==> src/rtl/score_pkg.sv <==
// Shared definitions for the score display path: FSM states, BCD digit width
// and the iteration counter width helper.
package score_pkg;

    localparam int unsigned BCD_DIGIT_W     = 4;
    localparam int unsigned DEF_BIN_WIDTH   = 14;
    localparam int unsigned DEF_ITER_CNT_W  = $clog2(DEF_BIN_WIDTH + 1);

    typedef enum logic [1:0] {
        IDLE    = 2'd0,
        CONVERT = 2'd1,
        DONE    = 2'd2
    } state_t;

    function automatic int unsigned iter_cnt_width(input int unsigned bin_width);
        return $clog2(bin_width + 1);
    endfunction

endpackage

==> src/rtl/bcd_digit_adjust.sv <==
// Double-dabble digit correction: a BCD digit of 5 or more gets +3 before the
// shift so that doubling it carries correctly into the next digit.
module bcd_digit_adjust
    import score_pkg::*;
(
    input  logic [BCD_DIGIT_W-1:0] din,
    output logic [BCD_DIGIT_W-1:0] dout
);

    always_comb begin
        dout = din;
        if (din >= BCD_DIGIT_W'(5))
            dout = din + BCD_DIGIT_W'(3);
    end

endmodule

==> src/rtl/score_bcd_encoder.sv <==
// Iterative binary-to-BCD converter (one bit per clock) for the score display.
// Optional build macro SCORE_BCD_SATURATE_EN clamps out-of-range scores to all nines.
module score_bcd_encoder
    import score_pkg::*;
#(
    parameter int unsigned BIN_WIDTH = 14,
    parameter int unsigned DIGITS    = 4
) (
    input  logic                          clk,
    input  logic                          resetn,
    input  logic                          start,
    input  logic [BIN_WIDTH-1:0]          bin_in,
    output logic                          busy,
    output logic                          done,
    output logic [BCD_DIGIT_W*DIGITS-1:0] digits,
    output logic                          overflow
);

    localparam int unsigned ACC_W = BCD_DIGIT_W * DIGITS;
    localparam int unsigned CNT_W = iter_cnt_width(BIN_WIDTH);

    state_t              state;
    logic [CNT_W-1:0]    cnt;
    logic [BIN_WIDTH-1:0] sreg;
    logic [BIN_WIDTH-1:0] sreg_next;
    logic [ACC_W-1:0]    acc;
    logic [ACC_W-1:0]    acc_adj;
    logic [ACC_W-1:0]    acc_next;
    logic [ACC_W-1:0]    result;
    logic                carry;
    logic                carry_next;

    for (genvar g = 0; g < DIGITS; g++) begin : g_adj
        bcd_digit_adjust u_adj (
            .din  (acc[g*BCD_DIGIT_W +: BCD_DIGIT_W]),
            .dout (acc_adj[g*BCD_DIGIT_W +: BCD_DIGIT_W])
        );
    end

    // The bit leaving the top digit has weight 10^DIGITS; it is only remembered.
    always_comb begin
        acc_next   = {acc_adj[ACC_W-2:0], sreg[BIN_WIDTH-1]};
        sreg_next  = {sreg[BIN_WIDTH-2:0], 1'b0};
        carry_next = carry | acc_adj[ACC_W-1];
`ifdef SCORE_BCD_SATURATE_EN
        result     = carry_next ? {DIGITS{4'h9}} : acc_next;
`else
        result     = acc_next;
`endif
    end

    always_ff @(posedge clk or negedge resetn) begin
        if (!resetn) begin
            state    <= IDLE;
            cnt      <= '0;
            sreg     <= '0;
            acc      <= '0;
            carry    <= 1'b0;
            busy     <= 1'b0;
            done     <= 1'b0;
            digits   <= '0;
            overflow <= 1'b0;
        end else begin
            case (state)
                IDLE: begin
                    done <= 1'b0;
                    if (start) begin
                        sreg  <= bin_in;
                        acc   <= '0;
                        carry <= 1'b0;
                        cnt   <= CNT_W'(BIN_WIDTH);
                        busy  <= 1'b1;
                        state <= CONVERT;
                    end
                end
                CONVERT: begin
                    acc   <= acc_next;
                    sreg  <= sreg_next;
                    carry <= carry_next;
                    cnt   <= cnt - CNT_W'(1);
                    if (cnt == CNT_W'(1)) begin
                        busy     <= 1'b0;
                        done     <= 1'b1;
                        digits   <= result;
                        overflow <= carry_next;
                        state    <= DONE;
                    end
                end
                DONE: begin
                    done  <= 1'b0;
                    state <= IDLE;
                end
                default: begin
                    busy  <= 1'b0;
                    done  <= 1'b0;
                    state <= IDLE;
                end
            endcase
        end
    end

endmodule

==> config.mk <==
export PLATFORM = sky130hd
export DESIGN_NAME = score_bcd_encoder
export DESIGN_NICKNAME = d
export VERILOG_FILES = /design/src/rtl/score_pkg.sv /design/src/rtl/bcd_digit_adjust.sv /design/src/rtl/score_bcd_encoder.sv
export SDC_FILE = /design/constraint.sdc
export NUM_CORES = 1
export LEC_CHECK = 0
export ABC_AREA = 1
export BUFFER_PORTS_ARGS = -buffer_cell sky130_fd_sc_hd__buf_2
export CAP_MARGIN = 5
export CORE_MARGIN = 8
export CORE_UTILIZATION = 55
export DETAILED_ROUTE_END_ITERATION = 12
export PLACE_DENSITY = 0.81
export SYNTH_ARGS = -nofsm -noshare
export SYNTH_HDL_FRONTEND = slang
export SYNTH_SLANG_ARGS = --single-unit
==> constraint.sdc <==
create_clock -name clk -period 2.4 [get_ports clk]
set_input_delay 0.24 -clock clk [delete_from_list [all_inputs] [get_ports clk]]
set_output_delay 0.24 -clock clk [all_outputs]
set_load 0.1 [all_outputs]
==> results.toml <==
[status]
run_status = "finished, violations left"
violations = "hold timing"

[timing]
tns_ns = 0
period_minus_slack_ns = 1.582
whs_ns = -0.02257
rsz0062_at_grt = "false"
period_share_pct = 65.92
skew_ns = 0.007919
clock.fmax_mhz = 632.1
slew_violations = 0
final_hold_viol_count = 30
setup_viol_count_final = 0
worst-slew-pin-transition_ns = 0.7188
slew_headroom_pct = 52.08

[setup_path]
cp.required_ns = 2.59
regToRegSetupSlack_ns = 0.82
ff2ff_path_depth = 7
crit_start = "cnt[1]$_DFFE_PN0P_"
worstReg2RegStart = "cnt[1]$_DFFE_PN0P_"
critPathMaxFanout = 19
critPathLaunchType = "flip-flop"
timing.rr.end = "digits[15]$_DFFE_PN0P_"
cp-endpoint = "digits[15]$_DFFE_PN0P_"
worstPathArrival_ns = 1.77
critPathCaptureType = "flip-flop"
critical_path_class = "flip-flop to flip-flop"

[place]
io_buffers = 35
dp_hpwl_um = 3843
gp_congestion = 0.7654

[clock_network]
cts_tree = "built"
cts-root-buf = "clkbuf_8"
postCtsResizedCells = 0
cts_setup_buffers = 0
cts_max_level = 2
clk_latency_ns = 0.31
clkTransAtPathRegs_ns = 0.10
clock-sinks = 56
ctsLongestPathBuffers = 2
cts_buffers = 5
holdBufCountCts = 0

[logic_synthesis]
synth_warnings = 0
ys_seq_area_share_pct = 51.80
netlist_area_sq_mm = 0.002705
synth_seq_cells = 56
syn-num-nets = 350
synthCells = 323
synth_cell_types = 20
syn_avg_cell_area_sq_um = 8.375

[floorplan]
start_util_pct = 57.27
pin_count = 36
die_h_um = 86.13
core-area_sq_mm = 0.004723
die_x_um = 86.13
rows = 25
dieArea_sq_mm = 0.007418

[route]
wl_um = 5382
drt_pass1_iterations = 4
top_layer = "met4"
vias = 2176
wl_met3_um = 352
drtIter0Drc = 156
met2_length_um = 2405
drc = 0
ant_nets = 0
drt-wirelength-per-cell_um = 12.60
viasPerCell = 5.096
met1_length_um = 2559

[layout]
mostFrequentLayoutCells = "nand2_1, dfrtp_1, nand3_1"
syn_to_final_growth_pct = 11.56
layout_commonest_cell = "nand2_1"
antenna_cells = 0
drive_above_1_share_pct = 14.44
layout.nets = 386

[hold_path]
hold_path_class = "primary input to async pin"

[global_route]
grt_pass1_vias = 2151
antenna_found_initial = 0
grt_max_degree = 36
grt_util_all_layers_pct = 15.97
grt_first_pass_wirelength_um = 9584
grt_overflow = 0

[run]
max_cap_viol_count = 0
## per-stage QoR
| step | std cells | hold slack (ns) | util [%] | cell area [sq um] | setup WS, ns |
|---|---|---|---|---|---|
| after CTS | 427 | 0.007327 | 63.89 | 3018 | 0.8026 |
| final | 427 | -0.02257 | 63.89 | 3018 | 0.8179 |
| after global placement | 419 | 0.3337 | 61.99 | 2928 | 0.8598 |
| after detailed placement | 419 | 0.3476 | 61.99 | 2928 | 0.8208 |
| after global routing | 427 | 0.04670 | 63.89 | 3018 | 0.6100 |
| after floorplan | 323 | -0.05559 | - | 2705 | 0.9985 |
## Yosys cell counts
cell type  instances  share of area, %
buf_2              5              0.92
buf_1              1              0.14
buf_4              1              0.28
nand3_1           40               7.4
nor2_1             2              0.28
o211ai_1           9               2.5
o22ai_1            2              0.46
nand2_1          119                17
o21ai_0           23               4.3
a22oi_2            1              0.46
inv_2              1              0.14
a21oi_1           11               2.0
ha_1              10               4.6
nor3_1             1              0.18
nor2_8             2               1.5
dfrtp_1           56                52
inv_4              3              0.69
inv_1             33               4.6
nand2_4            1              0.42
buf_6              2              0.83
## flip-flops by register name (all words and copies together) (netlist names)
name,count
acc,16
digits,16
sreg,14
cnt,4
state,2
busy,1
carry,1
done,1
overflow,1
## layer usage
layer | vias to the layer above | global-route usage [%]
met2 | 53 | 25.26
met1 | 1011 | 20.39
met4 | 0 | 5.255
met5 | - | 0
met3 | 6 | 4.585
li1 | 1106 | -
## area by class of cell
class / count / area [sq um]
clock buffers: 8 / 90.09
repair buffers: 38 / 197.7
well taps: 67 / 83.83
multi-input cells: 221 / 1099
fillers: 388 / 1705
flip-flops and latches: 56 / 1401
inverters: 37 / 146.4
## worst min-delay path by stage
stage                      start                    to  slack [ns]
after floorplan           resetn    acc[0]$_DFFE_PN0P_       -0.06
after global placement    resetn  sreg[10]$_DFFE_PN0P_        0.33
after detailed placement  resetn  sreg[10]$_DFFE_PN0P_        0.35
after CTS                 resetn  sreg[13]$_DFFE_PN0P_       0.007
after global routing      resetn   sreg[9]$_DFFE_PN0P_        0.05
final                     resetn  sreg[13]$_DFFE_PN0P_       -0.02
## worst max-delay path, stage by stage (launching register included)
cell and delay [ns]:
dfrtp_1 0.39, inv_1 0.11, ha_1 0.15, nand3_1 0.21
nor2_8 0.30, inv_4 0.15, nand2_1 0.08, o21ai_0 0.07
## kinds of logic after synthesis
logic type / after synthesis / synth area share, %
adder cells (fa/ha/maj): 10 / 4.625
AND/OR/NAND/NOR: 165 / 26.27
flip-flops: 56 / 51.80
buffers and inverters: 46 / 7.585
AO/OA/AOI/OAI: 46 / 9.713
Power is not shown: default switching activity piles up to over one toggle a cycle in this logic, so the estimate is an artifact.
